`src/rtl/master_cpu_oci_dct_pkg.sv`:
```
`default_nettype none
// ============================================================================
//  Module      : master_cpu_oci_dct_pkg
//  Description : Shared widths, sequencer state type and word-packing helper
//                for the OCI debug-capture-trace (DCT) buffer controller.
//  Revision    : 1.0  initial release
// ============================================================================
package master_cpu_oci_dct_pkg;

    localparam int FRAG_W = 2;               // bits per trace fragment
    localparam int NFRAG  = 15;              // fragments per packed word
    localparam int DCT_W  = FRAG_W * NFRAG;  // packing buffer width (30)
    localparam int CNT_W  = 4;               // fragment count field width
    localparam int TW_W   = CNT_W + DCT_W;   // trace-memory word width (34)

    typedef enum logic [1:0] {
        ST_RUN   = 2'd0,
        ST_FLUSH = 2'd1,
        ST_STOP  = 2'd2,
        ST_ENDED = 2'd3
    } dct_state_e;

    // Trace-memory word layout: fragment count on top of the packed fragments.
    function automatic logic [TW_W-1:0] pack_word(input logic [CNT_W-1:0] cnt,
                                                  input logic [DCT_W-1:0] frags);
        return {cnt, frags};
    endfunction

endpackage : master_cpu_oci_dct_pkg
`default_nettype wire

```
`src/rtl/master_cpu_oci_dct_outreg.sv`:
```
`default_nettype none
// ============================================================================
//  Module      : master_cpu_oci_dct_outreg
//  Description : One-entry valid/ready holding register for committed trace
//                words plus the trace-memory write address counter.
//  Revision    : 1.0  initial release
// ============================================================================
module master_cpu_oci_dct_outreg
    import master_cpu_oci_dct_pkg::*;
#(
    parameter int ADDR_W = 7,
    parameter bit WRAP   = 1'b1
) (
    input  logic              clk,
    input  logic              reset_n,
    input  logic              load,
    input  logic [TW_W-1:0]   load_word,
    input  logic              tw_ready,
    output logic              tw_valid,
    output logic [TW_W-1:0]   tw_data,
    output logic [ADDR_W-1:0] tw_addr,
    output logic              can_load,
    output logic              last_hs
);

    localparam logic [ADDR_W-1:0] c_addr_max = '1;

    logic              r_valid;
    logic [TW_W-1:0]   r_data;
    logic [ADDR_W-1:0] r_addr;
    logic              w_hs;

    assign w_hs     = r_valid & tw_ready;
    // A new word may enter when the slot is empty or is being drained this cycle.
    assign can_load = ~r_valid | w_hs;
    // Without wrap, the handshake at the top address is the final write.
    assign last_hs  = w_hs & ~WRAP & (r_addr == c_addr_max);

    assign tw_valid = r_valid;
    assign tw_data  = r_data;
    assign tw_addr  = r_addr;

    // Holding register and address counter; address advances once per handshake.
    always_ff @(posedge clk or negedge reset_n) begin
        if (!reset_n) begin
            r_valid <= 1'b0;
            r_data  <= '0;
            r_addr  <= '0;
        end else begin
            if (load) begin
                r_valid <= 1'b1;
                r_data  <= load_word;
            end else if (w_hs) begin
                r_valid <= 1'b0;
            end
            if (w_hs && (WRAP || (r_addr != c_addr_max))) begin
                r_addr <= r_addr + ADDR_W'(1);
            end
        end
    end

endmodule : master_cpu_oci_dct_outreg
`default_nettype wire

```
`src/rtl/master_cpu_oci_dct_ctrl.sv`:
```
`default_nettype none
// ============================================================================
//  Module      : master_cpu_oci_dct_ctrl
//  Description : DCT capture/drain sequencer. Packs trace fragments into the
//                30-bit dct_buffer, commits full or flushed words to the
//                output register, and runs the end-of-test flush.
//  Revision    : 1.0  initial release
// ============================================================================
module master_cpu_oci_dct_ctrl #(
    parameter int FRAG_W = 2,
    parameter int NFRAG  = 15,
    parameter int ADDR_W = 7,
    parameter bit WRAP   = 1'b1
) (
    input  logic                                      clk,
    input  logic                                      reset_n,
    input  logic                                      trc_on,
    input  logic                                      frag_valid,
    input  logic [FRAG_W-1:0]                         frag_data,
    input  logic                                      flush_req,
    input  logic                                      test_ending,
    input  logic                                      tw_ready,
    output logic                                      tw_valid,
    output logic [master_cpu_oci_dct_pkg::TW_W-1:0]   tw_data,
    output logic [ADDR_W-1:0]                         tw_addr,
    output logic [master_cpu_oci_dct_pkg::DCT_W-1:0]  dct_buffer,
    output logic [master_cpu_oci_dct_pkg::CNT_W-1:0]  dct_count,
    output logic                                      overflow,
    output logic                                      test_has_ended
);

    import master_cpu_oci_dct_pkg::*;

    localparam logic [CNT_W-1:0] c_nfrag = CNT_W'(NFRAG);

    dct_state_e       r_state, w_state_nxt;
    logic [DCT_W-1:0] r_buf, w_buf_nxt, w_fill_buf;
    logic [CNT_W-1:0] r_cnt, w_cnt_nxt, w_fill_cnt;
    logic             r_pend, w_pend_nxt;
    logic             r_ovf, w_ovf_nxt;
    logic             w_acc, w_commit_en, w_flush, w_want;
    logic             w_load;
    logic [TW_W-1:0]  w_load_word;
    logic             w_can_load, w_last_hs;

    master_cpu_oci_dct_outreg #(
        .ADDR_W (ADDR_W),
        .WRAP   (WRAP)
    ) u_outreg (
        .clk       (clk),
        .reset_n   (reset_n),
        .load      (w_load),
        .load_word (w_load_word),
        .tw_ready  (tw_ready),
        .tw_valid  (tw_valid),
        .tw_data   (tw_data),
        .tw_addr   (tw_addr),
        .can_load  (w_can_load),
        .last_hs   (w_last_hs)
    );

    // Packing, commit decision, pending flush and overflow tracking.
    always_comb begin
        w_acc       = frag_valid & trc_on & (r_state == ST_RUN);
        w_commit_en = ((r_state == ST_RUN) | (r_state == ST_FLUSH)) & w_can_load;
        w_buf_nxt   = r_buf;
        w_cnt_nxt   = r_cnt;
        w_pend_nxt  = r_pend;
        w_ovf_nxt   = r_ovf;
        w_fill_buf  = r_buf;
        w_fill_cnt  = r_cnt;
        w_flush     = 1'b0;
        w_want      = 1'b0;
        w_load      = 1'b0;
        w_load_word = pack_word(r_cnt, r_buf);

        if ((r_state == ST_STOP) && frag_valid && trc_on) begin
            w_ovf_nxt = 1'b1;
        end

        if (r_cnt == c_nfrag) begin
            // Full word waiting: drain it when possible and start a fresh word
            // with any fragment arriving now; otherwise that fragment is lost.
            if (w_commit_en) begin
                w_load     = 1'b1;
                w_buf_nxt  = '0;
                w_cnt_nxt  = '0;
                w_pend_nxt = 1'b0;
                if (w_acc) begin
                    w_buf_nxt[FRAG_W-1:0] = frag_data;
                    w_cnt_nxt             = CNT_W'(1);
                end
            end else if (w_acc) begin
                w_ovf_nxt = 1'b1;
            end
        end else begin
            for (int i = 0; i < NFRAG; i++) begin
                if (w_acc && (r_cnt == CNT_W'(i))) begin
                    w_fill_buf[i*FRAG_W +: FRAG_W] = frag_data;
                end
            end
            if (w_acc) begin
                w_fill_cnt = r_cnt + CNT_W'(1);
            end
            w_flush = flush_req | r_pend | (r_state == ST_FLUSH);
            w_want  = (w_fill_cnt == c_nfrag) | (w_flush & (w_fill_cnt != '0));
            if (w_want && w_commit_en) begin
                w_load      = 1'b1;
                w_load_word = pack_word(w_fill_cnt, w_fill_buf);
                w_buf_nxt   = '0;
                w_cnt_nxt   = '0;
                w_pend_nxt  = 1'b0;
            end else begin
                w_buf_nxt  = w_fill_buf;
                w_cnt_nxt  = w_fill_cnt;
                // A flush that cannot commit yet is remembered; empty flushes vanish.
                w_pend_nxt = (flush_req | r_pend) & (w_fill_cnt != '0);
            end
        end
    end

    // Sequencer next state: drain on test end, park after the final address.
    always_comb begin
        w_state_nxt = r_state;
        case (r_state)
            ST_RUN: begin
                if (w_last_hs) begin
                    w_state_nxt = ST_STOP;
                end else if (test_ending) begin
                    w_state_nxt = ST_FLUSH;
                end
            end
            ST_FLUSH: begin
                if ((w_cnt_nxt == '0) && !w_load && (!tw_valid || tw_ready)) begin
                    w_state_nxt = ST_ENDED;
                end
            end
            ST_STOP: begin
                if (test_ending) begin
                    w_state_nxt = ST_ENDED;
                end
            end
            ST_ENDED: w_state_nxt = ST_ENDED;
            default:  w_state_nxt = ST_RUN;
        endcase
    end

    // Sequencer state register.
    always_ff @(posedge clk or negedge reset_n) begin
        if (!reset_n) begin
            r_state <= ST_RUN;
        end else begin
            r_state <= w_state_nxt;
        end
    end

    // Packing buffer, fragment count and sticky flags.
    always_ff @(posedge clk or negedge reset_n) begin
        if (!reset_n) begin
            r_buf  <= '0;
            r_cnt  <= '0;
            r_pend <= 1'b0;
            r_ovf  <= 1'b0;
        end else begin
            r_buf  <= w_buf_nxt;
            r_cnt  <= w_cnt_nxt;
            r_pend <= w_pend_nxt;
            r_ovf  <= w_ovf_nxt;
        end
    end

    assign dct_buffer     = r_buf;
    assign dct_count      = r_cnt;
    assign overflow       = r_ovf;
    assign test_has_ended = (r_state == ST_ENDED);

endmodule : master_cpu_oci_dct_ctrl
`default_nettype wire
```
`config.mk`:
```
export PLATFORM = sky130hd
export DESIGN_NAME = master_cpu_oci_dct_ctrl
export DESIGN_NICKNAME = d
export VERILOG_FILES = /design/src/rtl/master_cpu_oci_dct_pkg.sv /design/src/rtl/master_cpu_oci_dct_outreg.sv /design/src/rtl/master_cpu_oci_dct_ctrl.sv
export SDC_FILE = /design/constraint.sdc
export NUM_CORES = 1
export LEC_CHECK = 0
export ABC_AREA = 1
export CORE_ASPECT_RATIO = 1.1
export CORE_MARGIN = 4
export CORE_UTILIZATION = 49
export DETAILED_ROUTE_END_ITERATION = 16
export PLACE_DENSITY = 0.77
export SLEW_MARGIN = 20
export SYNTH_ARGS = -nofsm -noshare
export SYNTH_HDL_FRONTEND = slang
export SYNTH_HIERARCHICAL = 1
export SYNTH_SLANG_ARGS = --single-unit
```
`constraint.sdc`:
```
create_clock -name clk -period 2.9 [get_ports clk]
set_input_delay 0.58 -clock clk [delete_from_list [all_inputs] [get_ports clk]]
set_output_delay 0.58 -clock clk [all_outputs]
set_load 0.03 [all_outputs]
```
# ---- Word-level counts from Yosys, hierarchy flattened
# Index checks and enable logic that the tools add are counted.
dict set report op_classes {
  n_addsub 2
  eq_ne 23
  mux 43
  bitwise 12
  reduce_logical 29
}
# op count
set op_table {}
lappend op_table {{30-bit 2-to-1 mux} 3}
lappend op_table {{34-bit 2-to-1 mux} 2}
lappend op_table {{2-bit 2-to-1 mux} 19}
lappend op_table {{4-bit == test, second input constant} 9}
lappend op_table {{1-bit logical AND} 20}
lappend op_table {{4-bit 2-to-1 mux} 5}
lappend op_table {{4-bit by 3-bit == test with 1-bit output, second input constant} 4}
lappend op_table {{1-bit 2-to-1 mux} 13}
lappend op_table {{4-bit by 2-bit == test with 1-bit output, second input constant} 2}
lappend op_table {{4-bit logical NOT} 2}
lappend op_table {{2-bit case mux with 4 select lines} 1}
lappend op_table {{7-bit by 1-bit adder with 7-bit output, second input constant} 1}
lappend op_table {{1-bit bitwise AND} 6}
lappend op_table {{2-bit inequality test, second input constant} 3}
lappend op_table {{1-bit bitwise OR} 5}
lappend op_table {{4-bit by 1-bit adder with 4-bit output, second input constant} 1}
lappend op_table {{2-bit == test, second input constant} 2}
lappend op_table {{4-bit by 1-bit == test with 1-bit output, second input constant} 1}
lappend op_table {{4-bit nonzero test} 1}
lappend op_table {{3-bit AND reduction} 1}
lappend op_table {{2-bit by 1-bit == test with 1-bit output, second input constant} 1}
lappend op_table {{1-bit logical NOT} 2}
lappend op_table {{2-bit logical NOT} 1}
lappend op_table {{2-bit by 1-bit inequality test with 1-bit output, second input constant} 1}
lappend op_table {{3 further kinds} 3}
dict set report totals {
  ff_bits 80
  inputBits 9
  output_inout_bits 78
  word_cells 117
}

# ---- Logic depth before layout (Yosys ltp)
dict set report logic_depth {
  word_depth 15
  mapped_depth 17
  mapped_depth_nobuf 17
}

# ---- Hierarchy
# The synthesis kept the hierarchy.
# module n_inst cells_per_inst area_per_inst_um2 seq_area_each_um2
set by_module_without_submodules {}
lappend by_module_without_submodules {master_cpu_oci_dct_ctrl 1 360 2507.4 950.9}
lappend by_module_without_submodules {master_cpu_oci_dct_outreg 1 191 1687.9 1051.0}

# ---- Least setup slack after synthesis
# OpenSTA, ideal clock, no wires.
dict set report synth_timing {
  path_type {reg-to-reg}
  start {register r_cnt[0] (netlist: dct_count[0])}
  end {register u_outreg.r_data[0] (netlist: u_outreg/tw_data[0])}
  setup_ns 0.118
  t_arrival_ns 2.143
  required_time_ns 2.782
  setup_slack_ns 0.639
  stages_incl_launch_ff 16
  n_path_buf 2
  synth_period_minus_slack_ns 2.261
  cell_sequence {dfrtp_1 inv_1 ha_1 nand3_1 nand2_1 inv_2 nor2_2 nand3_2 nand2_4 nand2_4 nand2_4 buf_2 inv_2 buf_4 nand2_1 nand2_1}
}
dict set report synth_between {
  elab_chain_cells 9
  elab_cells_between_ends 16
  classes_between {1 x add/sub; 2 x eq/ne; 7 x mux; 2 x bitwise; 4 x reduce/logical}
}
# element line
set synth_rtl {}
lappend synth_rtl {{start, declared} master_cpu_oci_dct_ctrl.sv:38} ;# logic [CNT_W-1:0] r_cnt, w_cnt_nxt, w_fill_cnt;
lappend synth_rtl {{start signal, assigned} master_cpu_oci_dct_ctrl.sv:166} ;# r_cnt <= w_cnt_nxt;
lappend synth_rtl {{4-bit by 1-bit adder with 4-bit output} master_cpu_oci_dct_ctrl.sv:103} ;# w_fill_cnt = r_cnt + CNT_W'(1);
lappend synth_rtl {{4-bit 2-to-1 mux} master_cpu_oci_dct_ctrl.sv:102} ;# if (w_acc) begin
lappend synth_rtl {{4-bit 2-to-1 mux} master_cpu_oci_dct_ctrl.sv:81} ;# if (r_cnt == c_nfrag) begin
lappend synth_rtl {{4-bit nonzero test} master_cpu_oci_dct_ctrl.sv:106} ;# w_want = (w_fill_cnt == c_nfrag) | (w_flush & (w_fill_cnt != '0));
lappend synth_rtl {{1-bit bitwise AND} master_cpu_oci_dct_ctrl.sv:106}
lappend synth_rtl {{1-bit bitwise OR} master_cpu_oci_dct_ctrl.sv:106}
lappend synth_rtl {{1-bit logical AND} master_cpu_oci_dct_ctrl.sv:107} ;# if (w_want && w_commit_en) begin
lappend synth_rtl {{1-bit 2-to-1 mux} master_cpu_oci_dct_ctrl.sv:107}
lappend synth_rtl {{1-bit 2-to-1 mux *} master_cpu_oci_dct_ctrl.sv:81}
lappend synth_rtl {{net w_load} master_cpu_oci_dct_ctrl.sv:42} ;# logic w_load;
lappend synth_rtl {{end signal, assigned} master_cpu_oci_dct_outreg.sv:52} ;# r_data <= load_word;
lappend synth_rtl {{end, declared} master_cpu_oci_dct_outreg.sv:29} ;# logic [TW_W-1:0] r_data;
# The timed path passes the listed nets; every way through them passes the cells marked *. The select of a mux whose other input is x is not followed.
# A chain may end at the register's enable or synchronous reset.

# ---- Final worst setup path
dict set report layout_timing {
  start {input port frag_valid}
  end {register r_buf[9] (netlist: dct_buffer[9])}
}
dict set report layout_between {
  elab_chain_cells 10
  elab_cells_between_ends 13
  classes_between {1 x eq/ne; 5 x mux; 4 x bitwise; 3 x reduce/logical}
}
# element line
set layout_rtl {}
lappend layout_rtl {{start, declared} master_cpu_oci_dct_ctrl.sv:18} ;# input logic frag_valid,
lappend layout_rtl {{1-bit bitwise AND * (2 in series)} master_cpu_oci_dct_ctrl.sv:64} ;# w_acc = frag_valid & trc_on & (r_state == ST_RUN);
lappend layout_rtl {{4-bit 2-to-1 mux} master_cpu_oci_dct_ctrl.sv:102}
lappend layout_rtl {{4-bit 2-to-1 mux} master_cpu_oci_dct_ctrl.sv:81}
lappend layout_rtl {{4-bit nonzero test} master_cpu_oci_dct_ctrl.sv:106}
lappend layout_rtl {{1-bit bitwise AND} master_cpu_oci_dct_ctrl.sv:106}
lappend layout_rtl {{1-bit bitwise OR} master_cpu_oci_dct_ctrl.sv:106}
lappend layout_rtl {{1-bit logical AND} master_cpu_oci_dct_ctrl.sv:107}
lappend layout_rtl {{30-bit 2-to-1 mux *} master_cpu_oci_dct_ctrl.sv:107}
lappend layout_rtl {{30-bit 2-to-1 mux *} master_cpu_oci_dct_ctrl.sv:81}
lappend layout_rtl {{end signal, assigned} master_cpu_oci_dct_ctrl.sv:165} ;# r_buf <= w_buf_nxt;
lappend layout_rtl {{end, declared} master_cpu_oci_dct_ctrl.sv:37} ;# logic [DCT_W-1:0] r_buf, w_buf_nxt, w_fill_buf;
# Every way passes the cells marked *; elsewhere a longest branch is shown, timed or not. The select of a mux whose other input is x is not followed.

==> reports/metrics.csv <==
stage;metric;value;unit
pwr;LEAKAGE;2.83;nW
die;die footprint;10100;sq um
synth;post-synth cell types;35;
route;First-pass DRT Iterations;5;
synth;area leader, netlist;dfrtp_1;
layout;Area Overhead vs Synth;27.8;%
global_route;initial antenna violation count;0;
synth;sequential share of the synthesized area;47.7;%
global_route;first-pass GRT wire length;17.4;mm
sta;Worst Tran Pin Value;0.711;ns
sta;Max transition margin;52.6;%
die;die height;105;microns
synth;main flop type after synthesis;dfrtp_1;
synth;synthesized cell area;4200;sq um
sta;Final period util;80.9;%
synth;EDFF count, synth;0;
worst_setup_path;reg2reg start;dct_count[1];
sta;PnR worst setup slack;0.554;ns
placed_design;Placer Congestion;0.985;
synth;Seq cells post-synth;80;
pwr;PwrDens;368;nW/um^2
route;Antenna Nets Post-Route;0;
synth;most area-consuming cells after synthesis;dfrtp_1 48%, nand2_1 19%, o21ai_0 6.6%, inv_1 5.6%, o22ai_1 4.5%;
layout;Final Instance Count excl. Fillers;750;
min_path;hold crit path type;input port to asynchronous set/reset pin;
clock_network;# resized after CTS;0;
layout;fin nets;649;
synth;Yosys Warn Count;6;
route;DR vias/cell;5.09;
sta;RSZ-0062 raised after global routing;false;
layout;Final Core Density;64.1;%
clock_network;Clock Latency Late Sink;0.36;ns
clock_network;H-tree levels;3;
die;Starting Density;50.2;%
worst_setup_path;Setup Crit Path Kind;input port to register;
layout;filler instances;728;
sta;Fmax;0.426;GHz
route;DRC;0;
die;die width;96.2;microns
clock_network;Hold Buf Count CTS;0;
sta;Final setup viols;0;
layout;antenna cell count;0;
sta;crit path time final;2.35;ns
route;WL final;10.2;mm
synth;top post-synthesis cells by count;210 x nand2_1, 80 x dfrtp_1, 63 x inv_1;
worst_setup_path;Worst EP arrival;2.56;ns
clock_network;post-CTS setup buffers;0;
worst_setup_path;Worst setup SP type;input port;
run;Max Cap Viol;0;
status;outcome;finished, final reports clean;
route;routed len/inst;13.6;microns
clock_network;# clock sinks;80;
worst_setup_path;element type at the critical path end;register;
synth;Synth async-reset ratio;100;%
sta;Layout Skew;0.0100;ns
pwr;total power;1.97;mW
layout;layout cell share with drive strength beyond 1;8.29;%
placed_design;IO buf count;86;
worst_setup_path;WP data required;3.12;ns
route;Initial DRC Count;201;
synth;share of the synthesized area in the top cell type;47.7;%
die;core area;8360;sq um
global_route;vias in the first global route;3761;
die;number of I/O pins;87;
global_route;GRT overflow;0;
synth;most frequent cell after synthesis;nand2_1;
pwr;maximum vdd drop;0.276;mV
worst_setup_path;worst-path fanout max;33;
route;via count;3816;
clock_network;TritonCTS clock tree;done;
placed_design;placed cells;735;
sta;final hold vios;0;
placed_design;Place WS;0.199;ns
clock_network;root buffer cell;clkbuf_8;
synth;Avg Inst Size Synth;7.61;sq um
placed_design;HPWL Detailed;7.30;mm
sta;Max Slew Vio Count;0;
layout;Register Area;2000;sq um
global_route;GRT Total Usage;21.7;%
global_route;largest net degree at the start of global routing;81;
clock_network;number of buffers created by CTS;9;
clock_network;Clock transition at path regs;0.08;ns
synth;Mapped Cells;551;
sta;Final TNS setup;0;ns
worst_setup_path;worst setup path start;frag_valid;
clock_network;CTS max path bufs;2;
die;Rows;35;
layout;area of the multi-input gates;1820;sq um
synth;syn_nets;565;
## where the power goes
group	internal, mW	switching, mW
logic	0.0138	0.0368
clock network	0.393	0.413
registers	1.12	0.000983
## area by class of cell
type,count,area share [%]
clock buffer,10,2.38
clock inverter,5,1.10
inverter,70,4.90
multi-input combinational,379,33.9
sequential,80,37.3
tap,111,2.59
timing repair buffer,95,17.8
## routing by layer
layer / track usage (%) / routed length (microns) / vias up
li1: - / - / 1912
met1: 27.8 / 4400 / 1761
met2: 35.8 / 4960 / 125
met3: 4.18 / 652 / 18
met4: 7.83 / 198 / 0
met5: 0 / 0 / -
## state kept, by name, summed over array words and instances (netlist names)
signal	flops
r_pend	1
u_outreg/tw_data	34
u_outreg/tw_valid	1
u_outreg/tw_addr	7
dct_buffer	30
overflow	1
r_state	2
dct_count	4
## stage by stage
step                      cell area [sq um]  hold WS, ns
final                                  5360        0.250
after global placement                 5170        0.453
after detailed placement               5170        0.458
after floorplan                        4200        0.284
after CTS                              5360        0.419
after global routing                   5360        0.323
## logic make-up after synthesis
group                    after synthesis  synth area share (%)
buffers and inverters                 92                  8.95
AO/OA/AOI/OAI                        104                  13.9
adder cells (fa/ha/maj)                5                  1.49
AND/OR/NAND/NOR                      265                  27.0
multiplexers                           1                 0.268
XOR/XNOR                               3                 0.626
other                                  1                0.0894
flip-flops                            80                  47.7
## worst max-delay path, stage by stage
cell             delay (ns)
clkdlybuf4s50_1        0.41
nand2_2                0.14
inv_1                  0.09
nand2_2                0.12
nand2_1                0.07
nand2_1                0.12
inv_2                  0.07
nor2_2                 0.11
nand3_2                0.09
nand2_4                0.11
nand2_4                0.08
buf_12                 0.17
nand2_2                0.06
buf_4                  0.23
o22ai_1                0.10
## worst paths after layout
path	end	cells past startpoint	slack [ns]
min in group clk	u_outreg/tw_data[23]	2	0.47
max in group asynchronous	dct_buffer[27]	1	2.17
worst max-delay path	dct_buffer[9]	15	0.55
worst max register to register	dct_buffer[9]	13	0.58
worst min-delay path	u_outreg/tw_data[10]	1	0.25
worst min register to register	u_outreg/tw_data[23]	2	0.47
## layout by cell type, fill, tap and decap left out, drive strengths merged
master         instances
xor2                   1
nor3                   1
o22ai                 30
o31ai                  1
xnor2                  2
nand4                  2
o221ai                 2
clkinv                 3
a22oi                  1
conb                   1
clkinvlp               2
nand3                 15
clkdlybuf4s50         85
o21ai                 66
or3                    1
inv                   69
o211ai                 1
clkbuf                10
nor2                  26
bufinv                 1
nand2                220
dfrtp                 80
mux2                   1
ha                     5
buf                   10
a21oi                  3
Power figures use the tool's default switching activity.
